[config.mk]
export PLATFORM = sky130hd
export DESIGN_NAME = dpram_fifo_ctrl
export DESIGN_NICKNAME = d
export VERILOG_FILES = /design/src/rtl/dpram_fifo_ctrl.sv
export SDC_FILE = /design/constraint.sdc
export NUM_CORES = 1
export LEC_CHECK = 0
export BUFFER_PORTS_ARGS = -buffer_cell sky130_fd_sc_hd__buf_4
export CAP_MARGIN = 40
export CORE_UTILIZATION = 51
export DETAILED_ROUTE_END_ITERATION = 10
export MAX_ROUTING_LAYER = met4
export PLACE_DENSITY = 0.91
export SYNTH_ARGS = -nofsm -noshare
export SYNTH_HDL_FRONTEND = slang
export SYNTH_SLANG_ARGS = --single-unit
[constraint.sdc]
create_clock -name clk -period 3.8 [get_ports clk]
set_clock_uncertainty 0.05 [all_clocks]
set_input_delay 0.76 -clock clk [delete_from_list [all_inputs] [get_ports clk]]
set_output_delay 0.76 -clock clk [all_outputs]
set_load 0.02 [all_outputs]
[src/rtl/dpram_fifo_ctrl.sv]
// Streaming FIFO controller in front of a dual-port RAM: port A writes, port B prefetches into a
// two-entry registered output stage. Define DPRAM_FIFO_ALMOST_FULL_EN to add the almost_full output.
module dpram_fifo_ctrl #(
    parameter int DATA_WIDTH = 8,
    parameter int ADDR_WIDTH = 4,
    parameter int AF_THRESH  = 14
) (
    input  logic                  clk,
    input  logic                  rst,
    input  logic                  s_valid,
    output logic                  s_ready,
    input  logic [DATA_WIDTH-1:0] s_data,
    output logic                  m_valid,
    input  logic                  m_ready,
    output logic [DATA_WIDTH-1:0] m_data,
    output logic                  ram_we_a,
    output logic [ADDR_WIDTH-1:0] ram_addr_a,
    output logic [DATA_WIDTH-1:0] ram_din_a,
    output logic                  ram_we_b,
    output logic [ADDR_WIDTH-1:0] ram_addr_b,
    output logic [DATA_WIDTH-1:0] ram_din_b,
    input  logic [DATA_WIDTH-1:0] ram_dout_b,
    output logic [ADDR_WIDTH+1:0] count,
    output logic                  empty,
    output logic                  full
`ifdef DPRAM_FIFO_ALMOST_FULL_EN
    ,
    output logic                  almost_full
`endif
);

    localparam int DEPTH = 1 << ADDR_WIDTH;
    localparam int PW    = ADDR_WIDTH + 1;
    localparam int CW    = ADDR_WIDTH + 2;

    logic [PW-1:0]         wptr;
    logic [PW-1:0]         rptr;
    logic [PW-1:0]         ram_cnt;
    logic                  rd_pend;
    logic                  skid_valid;
    logic [DATA_WIDTH-1:0] skid_data;
    logic                  push;
    logic                  pop;
    logic                  issue;
    logic [2:0]            stage_occ;
    logic [CW-1:0]         count_next;

    assign ram_cnt    = wptr - rptr;
    assign full       = (ram_cnt == PW'(DEPTH));
    assign s_ready    = !full && !rst;
    assign push       = s_valid && s_ready;
    assign pop        = m_valid && m_ready;
    assign empty      = (count == {CW{1'b0}});

    assign ram_we_a   = push;
    assign ram_addr_a = wptr[ADDR_WIDTH-1:0];
    assign ram_din_a  = s_data;
    assign ram_we_b   = 1'b0;
    assign ram_din_b  = {DATA_WIDTH{1'b0}};
    assign ram_addr_b = rptr[ADDR_WIDTH-1:0];

    // Output-stage slots already claimed (held + in flight) once this cycle's pop is taken out;
    // ram_cnt is registered, so a word written this cycle is never read this cycle.
    assign stage_occ  = {2'b00, m_valid} + {2'b00, skid_valid} + {2'b00, rd_pend} - {2'b00, pop};
    assign issue      = (ram_cnt != {PW{1'b0}}) && (stage_occ < 3'd2);

    always_comb begin
        count_next = count;
        if (push && !pop) begin
            count_next = count + {{(CW-1){1'b0}}, 1'b1};
        end else if (pop && !push) begin
            count_next = count - {{(CW-1){1'b0}}, 1'b1};
        end else begin
            count_next = count;
        end
    end

    always_ff @(posedge clk or posedge rst) begin
        if (rst) begin
            wptr  <= {PW{1'b0}};
            rptr  <= {PW{1'b0}};
            count <= {CW{1'b0}};
        end else begin
            wptr  <= wptr + {{(PW-1){1'b0}}, push};
            rptr  <= rptr + {{(PW-1){1'b0}}, issue};
            count <= count_next;
        end
    end

    // A returning read lands in main when main is free (or draining without a skid word), else in skid.
    always_ff @(posedge clk or posedge rst) begin
        if (rst) begin
            rd_pend    <= 1'b0;
            m_valid    <= 1'b0;
            m_data     <= {DATA_WIDTH{1'b0}};
            skid_valid <= 1'b0;
            skid_data  <= {DATA_WIDTH{1'b0}};
        end else begin
            rd_pend <= issue;
            if (pop) begin
                if (skid_valid) begin
                    m_data     <= skid_data;
                    m_valid    <= 1'b1;
                    skid_valid <= rd_pend;
                    if (rd_pend) begin
                        skid_data <= ram_dout_b;
                    end else begin
                        skid_data <= skid_data;
                    end
                end else if (rd_pend) begin
                    m_data  <= ram_dout_b;
                    m_valid <= 1'b1;
                end else begin
                    m_valid <= 1'b0;
                end
            end else if (rd_pend) begin
                if (!m_valid) begin
                    m_data  <= ram_dout_b;
                    m_valid <= 1'b1;
                end else begin
                    skid_data  <= ram_dout_b;
                    skid_valid <= 1'b1;
                end
            end else begin
                m_valid    <= m_valid;
                skid_valid <= skid_valid;
            end
        end
    end

`ifdef DPRAM_FIFO_ALMOST_FULL_EN
    always_ff @(posedge clk or posedge rst) begin
        if (rst) begin
            almost_full <= 1'b0;
        end else begin
            almost_full <= (count_next >= CW'(AF_THRESH));
        end
    end
`endif

endmodule

==> results_tabular.tex, run 1 <==
\begin{tabular}{lr}
\hline
Metric & Value \\
\hline
\multicolumn{2}{l}{\textbf{Yosys}} \\
Yosys reg bits & 35 \\
Share of synthesized area occupied by flip-flops and latches & 43.1\% \\
Synthesized instance count & 194 \\
Most used DFF post-synth & dfrtp\_1 \\
Yosys cell types & 36 \\
Number of warning messages in the yosys log & 0 \\
Synth async-reset ratio & 100\% \\
Post-synth EDFFs & 0 \\
Mean instance size in the synthesized netlist & 10.5 sq um \\
Mapped cell area & 2030 sq um \\
Synth area leader & dfrtp\_1 \\
Top-area cell type share of the netlist area & 43.1\% \\
Biggest area contributors in the synthesized netlist & dfrtp\_1 43\%, ha\_1 9.9\%, buf\_4 9.2\%, mux2\_2 4.4\%, mux2i\_1 3.9\% \\
\multicolumn{2}{l}{\textbf{Worst setup path}} \\
Worst Setup SP & wptr[1]\$\_DFF\_PP0\_ \\
Reg2Reg Setup Slack & 0.24 ns \\
Crit path max fanout & 7 \\
Critical Path Source Type & flop \\
Crit path required time & 3.93 ns \\
FF-to-FF Start & wptr[1]\$\_DFF\_PP0\_ \\
Worst reg2reg path depth & 13 \\
CP Class & reg -> reg \\
RR Endpoint & count[5]\$\_DFFE\_PP0P\_ \\
Last element of the critical path & count[5]\$\_DFFE\_PP0P\_ \\
Critical path arrival & 3.69 ns \\
Category of the worst setup path capture point & flop \\
\multicolumn{2}{l}{\textbf{Pwr}} \\
Overall power consumption & 2440 uW \\
Maximum vdd ir drop & 0.419 mV \\
LEAKAGE & 0.00117 uW \\
Power Density & 1030 nW/um\^{}2 \\
\multicolumn{2}{l}{\textbf{STA}} \\
Post-layout min period & 3.56 ns \\
Setup repair after global routing missed its margin & false \\
Setup ws final & 0.239 ns \\
Number of pins exceeding their max-slew limit in the final report & 0 \\
Max Fclk & 281 MHz \\
Final sum of negative setup slack & 0 ns \\
Final Cycle Share & 93.7\% \\
Number of hold violations in the final report & 0 \\
Setup Viol. Count Final & 0 \\
\multicolumn{2}{l}{\textbf{Drt}} \\
Total via count in the routed design & 1404 \\
Vias per Instance & 5.18 \\
Total iterations of the first detailed-routing run & 4 \\
Number of design-rule violations left by the first detailed-router iteration & 56 \\
\# DRC & 0 \\
Wirelength, routed & 3590 microns \\
Post-DR wirelength/cell & 13.2 microns \\
Final ANT Viol Nets & 0 \\
\multicolumn{2}{l}{\textbf{CTS}} \\
Clock latency on the worst-skew pair & 0.29 ns \\
Post-CTS setup repair buffer count & 0 \\
Maximum level of the CTS H-tree & 2 \\
CTS Sinks & 35 \\
Clock tree from TritonCTS & done \\
Hold-fix buffers at CTS & 0 \\
Number of buffers created by CTS & 5 \\
Clock Pin Slew Worst Setup and Hold Paths & 0.07 ns \\
Largest buffer count on any clock path & 2 \\
Clock root buffer master & clkbuf\_8 \\
Resize count post-CTS & 0 \\
\multicolumn{2}{l}{\textbf{Layout}} \\
Layout cell share with drive strength beyond 1 & 26.9\% \\
Number of nets in the final layout & 259 \\
Antenna cells & 0 \\
Area Overhead vs Synth & 16.8\% \\
Leading cell type in the layout, fill and taps excluded & buf\_4 \\
Number of fill cells & 326 \\
Commonest non-fill, non-tap cells in the layout & 40 x buf\_4, 35 x dfrtp\_1, 16 x ha\_1 \\
Area taken by multi-input logic gates & 948 sq um \\
Storage element area & 876 sq um \\
\multicolumn{2}{l}{\textbf{Die}} \\
I/O Pins & 64 \\
Width of the die & 65.1 microns \\
Core Region & 3740 sq um \\
Height of the die & 65.1 microns \\
Initial core utilization & 54.3\% \\
Die footprint & 4240 sq um \\
Number of standard-cell rows in the floorplan & 22 \\
\multicolumn{2}{l}{\textbf{GRT}} \\
Total global-route track usage & 19.8\% \\
Vias in the first global route & 1380 \\
Wire length of the first global-routing pass & 6230 microns \\
Grt ovf & 0 \\
Maximum number of pins on one net before global-route repair & 30 \\
Number of antenna violations at the first check in global routing & 0 \\
\multicolumn{2}{l}{\textbf{Run}} \\
Max cap viols & 0 \\
\multicolumn{2}{l}{\textbf{Status}} \\
Run status & completed \\
\multicolumn{2}{l}{\textbf{Hold path}} \\
Type of the most critical hold path & in -> async \\
\multicolumn{2}{l}{\textbf{Placement}} \\
Post-placement setup slack & 0.250 ns \\
Count of input and output buffers & 38 \\
Final HPWL from detailed placement & 2720 microns \\
Global placement routability congestion & 0.822 \\
\hline
\end{tabular}
==> critical path: stages, from the launching register on <==
cell and delay, ns:
dfrtp_1 0.42, ha_1 0.32, nor2b_1 0.14, o21a_1 0.22
o211a_1 0.23, a21boi_2 0.18, nor3b_2 0.25, ha_1 0.33
inv_1 0.13, ha_1 0.36, or4_1 0.53, o211ai_1 0.09
nor3_1 0.08, xnor2_1 0.13
==> synth_stat cells, drive strengths merged, types with 4 or more instances <==
| library cell | instances |
|---|---|
| a21oi | 14 |
| mux2 | 8 |
| inv | 14 |
| buf | 26 |
| o21ai | 7 |
| ha | 16 |
| xor2 | 6 |
| nand3 | 4 |
| nor2 | 12 |
| nand2 | 8 |
| mux2i | 8 |
| dfrtp | 35 |
| xnor2 | 8 |
==> worst min path at each step <==
stage                           start           endpoint  slack [ns]  cells past startpoint
global placement    wptr[4]$_DFF_PP0_  wptr[4]$_DFF_PP0_        0.44                      1
global route                      rst  wptr[3]$_DFF_PP0_        0.37                      2
CTS                               rst  wptr[2]$_DFF_PP0_        0.36                      2
finish                            rst  wptr[2]$_DFF_PP0_        0.35                      2
floorplan           wptr[4]$_DFF_PP0_  wptr[4]$_DFF_PP0_        0.41                      1
detailed placement  wptr[4]$_DFF_PP0_  wptr[4]$_DFF_PP0_        0.44                      1
==> stage by stage <==
step | instances | util (%) | area [sq um] | hold WS, ns
detailed placement | 263 | 59.6 | 2230 | 0.439
floorplan | 202 | - | 2070 | 0.414
CTS | 271 | 63.2 | 2370 | 0.358
finish | 271 | 63.4 | 2370 | 0.355
global route | 271 | 63.4 | 2370 | 0.371
global placement | 262 | 59.4 | 2220 | 0.437
==> per-layer routing <==
metal | GRT usage [%] | vias up | wire [microns]
li1 | - | 691 | -
met1 | 24.8 | 664 | 1600
met2 | 31.3 | 40 | 1740
met3 | 4.17 | 9 | 169
met4 | 8.42 | 0 | 70
met5 | - | - | 0
==> registers in the layout, indices dropped and copies added (netlist names) <==
| signal | cells |
|---|---|
| skid_valid | 1 |
| rptr | 5 |
| rd_pend | 1 |
| m_valid | 1 |
| wptr | 5 |
| count | 6 |
| skid_data | 8 |
| m_data | 8 |
==> cell type report <==
| type | instances | share of cell area [%] |
|---|---|---|
| Multi-Input combinational cell | 126 | 40.0 |
| Clock buffer | 5 | 2.90 |
| Inverter | 14 | 2.21 |
| Clock inverter | 3 | 2.85 |
| Tap cell | 48 | 2.53 |
| Timing Repair Buffer | 40 | 12.7 |
| Sequential cell | 35 | 36.9 |
==> report_power, final <==
| group | leakage (uW) | total (uW) | internal (uW) | switching [uW] |
|---|---|---|---|---|
| Sequential | 0.000407 | 746 | 572 | 174 |
| Clock | 0.0000644 | 397 | 262 | 136 |
| Combinational | 0.000698 | 1290 | 602 | 693 |
| Total | 0.00117 | 2440 | 1440 | 1000 |
==> cells by family (layout without fill, tap and decap cells) <==
kind of cell	after synthesis	after routing	synth area share, %
AOI/OAI and AO/OA	34	34	10.3
xor gates and xnor gates	14	14	6.03
adders and majority gates	17	17	10.8
buffers and inverters	41	62	12.3
DFF	35	35	43.1
muxes	16	16	8.37
other	1	9	0.185
and+or+nand+nor	36	36	8.93
Note: power is estimated with default switching activity, not from simulation.
==> run 2, diff against run 1 <==
- CORE_UTILIZATION: 51 -> 53
- CTS_BUF_LIST: not set -> sky130_fd_sc_hd__clkbuf_4
- PLACE_DENSITY: 0.91 -> not set
- PLACE_DENSITY_LB_ADDON: not set -> 0.12
==> run 2 against run 1 <==
Net effect: power down 7.4%; flip-flop and latch count unchanged; maximum frequency up 0.69%; global-route usage up 0.58 points; clock-buffer cell count up 1; critical path depth up 1; design area down 3.2%; final cell count unchanged; sequential share of layout area up 1.2 points; core utilization down 0.65 points; wire length up 2.4%; worst hold slack better by 0.11 ns; largest power group unchanged.
==> results_tabular.tex, run 2 (synthesis results as in run 1) <==
\begin{tabular}{lr}
\hline
Metric & Value \\
\hline
\multicolumn{2}{l}{\textbf{Pwr}} \\
LEAKAGE & 0.00113 uW (-3.0\%) \\
Power Density & 982 nW/um\^{}2 (-4.4\%) \\
Maximum vdd ir drop & 0.445 mV (+6.3\%) \\
\multicolumn{2}{l}{\textbf{GRT}} \\
Wire length of the first global-routing pass & 6190 microns (-0.66\%) \\
Total global-route track usage & 20.4\% (+0.58 points) \\
Vias in the first global route & 1397 (+1.2\%) \\
Maximum number of pins on one net before global-route repair & 36 (+20\%) \\
Number of antenna violations at the first check in global routing & 0 (unchanged) \\
Grt ovf & 0 (unchanged) \\
\multicolumn{2}{l}{\textbf{Hold path}} \\
Type of the most critical hold path & reg -> reg \\
Endpoint, Worst Hold & wptr[4]\$\_DFF\_PP0\_ \\
Hold Path Depth & 1 \\
Hold wc startpoint & wptr[4]\$\_DFF\_PP0\_ \\
\multicolumn{2}{l}{\textbf{Drt}} \\
Wirelength, routed & 3670 microns (+2.4\%) \\
Post-DR wirelength/cell & 13.5 microns (+2.4\%) \\
Total iterations of the first detailed-routing run & 4 (unchanged) \\
\# DRC & 0 (unchanged) \\
Final ANT Viol Nets & 0 (unchanged) \\
Vias per Instance & 5.25 (+1.4\%) \\
Total via count in the routed design & 1423 (+1.4\%) \\
Number of design-rule violations left by the first detailed-router iteration & 56 (unchanged) \\
\multicolumn{2}{l}{\textbf{Layout}} \\
Layout cell share with drive strength beyond 1 & 27.4\% (+0.45 points) \\
Top Registers & m\_data: 8 flops, skid\_data: 8 flops, count: 6 flops \\
Number of nets in the final layout & 259 (unchanged) \\
Leading cell type in the layout, fill and taps excluded & buf\_4 \\
Commonest non-fill, non-tap cells in the layout & 40 x buf\_4, 35 x dfrtp\_1, 15 x ha\_1 \\
Antenna cells & 0 (unchanged) \\
Area Overhead vs Synth & 13.1\% \\
Utilization after layout & 62.7\% (-0.65 points) \\
Number of fill cells & 314 (-3.7\%) \\
\multicolumn{2}{l}{\textbf{Placement}} \\
Global placement routability congestion & 0.857 (+4.3\%) \\
Final HPWL from detailed placement & 2760 microns (+1.3\%) \\
Count of input and output buffers & 38 (unchanged) \\
\multicolumn{2}{l}{\textbf{CTS}} \\
Resize count post-CTS & 0 (unchanged) \\
CTS Sinks & 35 (unchanged) \\
Clock tree from TritonCTS & done \\
Maximum level of the CTS H-tree & 2 (unchanged) \\
Hold-fix buffers at CTS & 0 (unchanged) \\
Largest buffer count on any clock path & 2 (unchanged) \\
Clock latency on the worst-skew pair & 0.35 ns (+0.06 ns) \\
Clock root buffer master & clkbuf\_4 \\
Clock Pin Slew Worst Setup and Hold Paths & 0.11 ns (+0.04 ns) \\
Post-CTS setup repair buffer count & 0 (unchanged) \\
Number of buffers created by CTS & 5 (unchanged) \\
\multicolumn{2}{l}{\textbf{Worst setup path}} \\
Critical Path Source Type & flop \\
FF-to-FF Start & rptr[1]\$\_DFF\_PP0\_ \\
Crit path required time & 3.99 ns (+0.06 ns) \\
Reg2Reg Setup Slack & 0.26 ns (+0.02 ns) \\
Critical path cell sequence & inv\_1, ha\_1, nor2b\_1, a2111oi\_1, o211a\_1, a21boi\_2, nor3b\_2, ha\_2, inv\_1, ha\_1, or4\_1, o211ai\_1, nor3\_1, xnor2\_1 \\
Crit path max fanout & 7 (unchanged) \\
Category of the worst setup path capture point & flop \\
Worst Setup SP & rptr[1]\$\_DFF\_PP0\_ \\
Largest incremental delay on the critical path & 0.53 ns (about the same) \\
Critical path arrival & 3.73 ns (+0.04 ns) \\
CP max-delay cell & or4\_1 \\
Worst reg2reg path depth & 14 (+1) \\
RR Endpoint & count[5]\$\_DFFE\_PP0P\_ \\
CP Class & reg -> reg \\
\multicolumn{2}{l}{\textbf{Die}} \\
Core Region & 3660 sq um (-2.2\%) \\
I/O Pins & 64 (unchanged) \\
Die footprint & 4090 sq um (-3.7\%) \\
Height of the die & 63.9 microns (-1.8\%) \\
Width of the die & 63.9 microns (-1.8\%) \\
Initial core utilization & 55.5\% (+1.2 points) \\
Number of standard-cell rows in the floorplan & 22 (unchanged) \\
\multicolumn{2}{l}{\textbf{STA}} \\
Setup repair after global routing missed its margin & false \\
Final sum of negative setup slack & 0 ns (unchanged) \\
Max Fclk & 283 MHz (+0.69\%) \\
Final Cycle Share & 93.1\% (-0.64 points) \\
Number of hold violations in the final report & 0 (unchanged) \\
Post-layout min period & 3.54 ns (-0.0244 ns) \\
Number of pins exceeding their max-slew limit in the final report & 0 (unchanged) \\
Setup Viol. Count Final & 0 (unchanged) \\
\multicolumn{2}{l}{\textbf{Run}} \\
Max cap viols & 0 (unchanged) \\
\multicolumn{2}{l}{\textbf{Status}} \\
Run status & completed \\
\hline
\end{tabular}
-- run 2: final cells by class --
type	instances	area (sq um)	area share, %
Clock inverter	2	12.5	0.545
Multi-Input combinational cell	126	951	41.4
Timing Repair Buffer	40	300	13.1
Clock buffer	6	45.0	1.96
Sequential cell	35	876	38.1
Tap cell	48	60.1	2.61
Inverter	14	52.6	2.29
-- run 2: metrics by stage --
stage	cell area (sq um)	worst slack, ns	cells	hold WS [ns]	power [uW]
after global routing	2300	0.0483	271	0.490	2440
after detailed placement	2230	0.219	263	0.445	2050
after floorplan	2070	0.191	202	0.414	1710
final	2300	0.263	271	0.466	2260
after CTS	2290	0.197	271	0.471	2260
after global placement	2220	0.393	262	0.433	1970
-- run 2: layer usage --
layer | routed length [microns] | GRT usage, % | vias to the layer above
met5 | 0 | - | -
met4 | 68 | 10.5 | 0
met3 | 132 | 3.21 | 13
met2 | 1880 | 33.9 | 36
met1 | 1590 | 23.8 | 688
li1 | - | - | 686
-- run 2: worst max path at each step --
stage,depth (start not counted),to,slack [ns]
floorplan,13,count[5]$_DFFE_PP0P_,0.19
global placement,13,count[5]$_DFFE_PP0P_,0.39
detailed placement,14,count[5]$_DFFE_PP0P_,0.22
CTS,14,count[5]$_DFFE_PP0P_,0.20
global route,14,count[5]$_DFFE_PP0P_,0.05
finish,14,count[5]$_DFFE_PP0P_,0.26
-- run 2: where the power goes --
| part | switching, uW | total, uW | internal (uW) |
|---|---|---|---|
| Combinational | 709 | 1310 | 601 |
| Clock | 128 | 206 | 78.5 |
| Sequential | 170 | 740 | 570 |
-- run 2: critical path: cells and delay by family (launching register included) --
kind / cells / cell delay [ns]
AO/OA/AOI/OAI: 4 / 0.99
XOR/XNOR: 1 / 0.13
adder cells (fa/ha/maj): 3 / 0.81
buffers and inverters: 2 / 0.19
flip-flops: 1 / 0.42
AND/OR/NAND/NOR: 4 / 0.85
==> run 3, diff against run 2 <==
- REMOVE_ABC_BUFFERS: not set -> 1
==> run 3 against run 2 <==
Net effect: sequential power about the same; first-iteration DRC count increased by 25%; final cell count increased by 0.37%; core utilization decreased by 0.10 points; largest cell class unchanged.
==> results_tabular.tex, run 3 (synthesis results as in run 1) <==
\begin{tabular}{lr}
\hline
Metric & Value \\
\hline
\multicolumn{2}{l}{\textbf{Hold path}} \\
Type of the most critical hold path & in -> async \\
\multicolumn{2}{l}{\textbf{Worst setup path}} \\
Worst reg2reg path depth & 14 (unchanged) \\
Category of the worst setup path capture point & flop \\
Reg2Reg Setup Slack & 0.23 ns (-0.04 ns) \\
CP Class & reg -> reg \\
Critical path arrival & 3.76 ns (+0.03 ns) \\
Critical Path Source Type & flop \\
Crit path required time & 3.98 ns (about the same) \\
Crit path max fanout & 7 (unchanged) \\
RR Endpoint & count[5]\$\_DFFE\_PP0P\_ \\
FF-to-FF Start & rptr[1]\$\_DFF\_PP0\_ \\
\multicolumn{2}{l}{\textbf{Layout}} \\
Area Overhead vs Synth & 12.9\% \\
Antenna cells & 0 (unchanged) \\
Number of nets in the final layout & 260 (+0.39\%) \\
Commonest non-fill, non-tap cells in the layout & 41 x buf\_4, 35 x dfrtp\_1, 15 x ha\_1 \\
Top Registers & m\_data: 8 flops, skid\_data: 8 flops, count: 6 flops \\
Leading cell type in the layout, fill and taps excluded & buf\_4 \\
Post-route non-filler standard cell count & 272 (+0.37\%) \\
Layout cell share with drive strength beyond 1 & 26.8\% (-0.57 points) \\
Number of fill cells & 307 (-2.2\%) \\
Total non-filler cell area in the finished layout & 2290 sq um (-0.16\%) \\
\multicolumn{2}{l}{\textbf{STA}} \\
Actual transition at the worst max-transition pin & 0.532 ns \\
Max Fclk & 280 MHz (-1.0\%) \\
Number of pins exceeding their max-slew limit in the final report & 0 (unchanged) \\
Setup repair after global routing missed its margin & false \\
Setup ws final & 0.226 ns (-0.0373 ns) \\
Post-layout min period & 3.57 ns (+0.0373 ns) \\
Remaining max-slew budget at the tightest pin & 64.5\% \\
Number of hold violations in the final report & 0 (unchanged) \\
Setup Viol. Count Final & 0 (unchanged) \\
Final Cycle Share & 94.0\% (+0.98 points) \\
\multicolumn{2}{l}{\textbf{CTS}} \\
Largest buffer count on any clock path & 2 (unchanged) \\
Clock latency on the worst-skew pair & 0.34 ns (about the same) \\
CTS Sinks & 35 (unchanged) \\
Post-CTS setup repair buffer count & 0 (unchanged) \\
Clock root buffer master & clkbuf\_4 \\
Number of buffers created by CTS & 5 (unchanged) \\
Clock Pin Slew Worst Setup and Hold Paths & 0.12 ns (about the same) \\
Hold-fix buffers at CTS & 0 (unchanged) \\
Clock tree from TritonCTS & done \\
Maximum level of the CTS H-tree & 2 (unchanged) \\
\multicolumn{2}{l}{\textbf{Pwr}} \\
LEAKAGE & 0.00114 uW (+0.14\%) \\
Maximum vdd ir drop & 0.454 mV (+2.0\%) \\
Power Density & 992 nW/um\^{}2 (+0.94\%) \\
\multicolumn{2}{l}{\textbf{Placement}} \\
Count of input and output buffers & 38 (unchanged) \\
Instance count after placement with tap cells included & 264 (+0.38\%) \\
Post-placement setup slack & 0.177 ns (-0.0420 ns) \\
Global placement routability congestion & 0.831 (-3.0\%) \\
Final HPWL from detailed placement & 3030 microns (+9.8\%) \\
Total placed instance area & 2230 sq um (+0.11\%) \\
\multicolumn{2}{l}{\textbf{Drt}} \\
Number of design-rule violations left by the first detailed-router iteration & 70 (+25\%) \\
Total via count in the routed design & 1462 (+2.7\%) \\
\# DRC & 0 (unchanged) \\
Total iterations of the first detailed-routing run & 4 (unchanged) \\
Final ANT Viol Nets & 0 (unchanged) \\
Wirelength, routed & 3970 microns (+8.1\%) \\
Post-DR wirelength/cell & 14.6 microns (+7.7\%) \\
Vias per Instance & 5.38 (+2.4\%) \\
\multicolumn{2}{l}{\textbf{Die}} \\
I/O Pins & 64 (unchanged) \\
Die footprint & 4090 sq um (unchanged) \\
Initial core utilization & 55.5\% (unchanged) \\
Width of the die & 63.9 microns (unchanged) \\
Height of the die & 63.9 microns (unchanged) \\
Number of standard-cell rows in the floorplan & 22 (unchanged) \\
Core Region & 3660 sq um (unchanged) \\
\multicolumn{2}{l}{\textbf{GRT}} \\
Total global-route track usage & 22.6\% (+2.2 points) \\
Number of antenna violations at the first check in global routing & 0 (unchanged) \\
Vias in the first global route & 1483 (+6.2\%) \\
Wire length of the first global-routing pass & 6840 microns (+11\%) \\
Grt ovf & 0 (unchanged) \\
Maximum number of pins on one net before global-route repair & 23 (-36\%) \\
\multicolumn{2}{l}{\textbf{Run}} \\
Max cap viols & 0 (unchanged) \\
\multicolumn{2}{l}{\textbf{Status}} \\
Run status & completed \\
\hline
\end{tabular}
## run 3: critical path, stage by stage, from the launching register on
cell	delay, ns
dfrtp_1	0.42
inv_1	0.06
ha_1	0.29
nor2b_1	0.15
o21a_1	0.22
o211a_1	0.23
a21boi_2	0.17
nor3b_1	0.28
ha_2	0.31
inv_1	0.11
ha_1	0.34
or4_1	0.55
o211ai_1	0.10
nor3_1	0.08
xnor2_1	0.13
## run 3: worst max-delay path by stage
stage | start | endpoint | slack (ns) | depth (start not counted)
after floorplan | rptr[1]$_DFF_PP0_ | count[5]$_DFFE_PP0P_ | -0.23 | 14
after global placement | wptr[1]$_DFF_PP0_ | count[5]$_DFFE_PP0P_ | 0.35 | 13
after detailed placement | rptr[1]$_DFF_PP0_ | count[5]$_DFFE_PP0P_ | 0.18 | 14
after CTS | rptr[1]$_DFF_PP0_ | count[5]$_DFFE_PP0P_ | 0.16 | 14
after global routing | rptr[1]$_DFF_PP0_ | count[5]$_DFFE_PP0P_ | 0.05 | 14
final | rptr[1]$_DFF_PP0_ | count[5]$_DFFE_PP0P_ | 0.23 | 14
## run 3: what timing repair did
item	CTS	global route
resized for setup	0	1
endpoints found under the hold margin	0	0
endpoints found under the setup margin	0	1
## run 3: power by group
part	switching [uW]	total, uW	leakage [uW]	internal [uW]
Sequential	173	743	0.000407	570
Combinational	715	1320	0.000698	603
Clock	135	213	0.0000317	78.6
Total	1020	2270	0.00114	1250
## run 3: final cells by class
| class | count | area [sq um] | area share (%) |
|---|---|---|---|
| Inverter | 14 | 52.6 | 2.29 |
| Multi-Input combinational cell | 126 | 940 | 41.0 |
| Clock buffer | 6 | 45.0 | 1.96 |
| Timing Repair Buffer | 41 | 308 | 13.4 |
| Clock inverter | 2 | 12.5 | 0.546 |
| Tap cell | 48 | 60.1 | 2.62 |
| Sequential cell | 35 | 876 | 38.2 |
## run 3: per-stage QoR
| step | utilization (%) | power (uW) | hold WS (ns) | TNS [ns] |
|---|---|---|---|---|
| after CTS | 62.6 | 2290 | 0.412 | 0 |
| after floorplan | - | 1620 | 0.414 | -0.230 |
| after global routing | 62.6 | 2470 | 0.426 | 0 |
| after detailed placement | 61.0 | 2070 | 0.436 | 0 |
| after global placement | 60.8 | 1970 | 0.435 | 0 |
| final | 62.6 | 2270 | 0.410 | 0 |
## run 3: layer usage
metal | up-vias | share of wire [%] | global-route usage, %
met5 | - | 0 | -
met4 | 0 | 1.2 | 8.52
met3 | 5 | 4.6 | 5.89
met2 | 53 | 52 | 37.4
met1 | 714 | 42 | 26.3
li1 | 690 | - | -
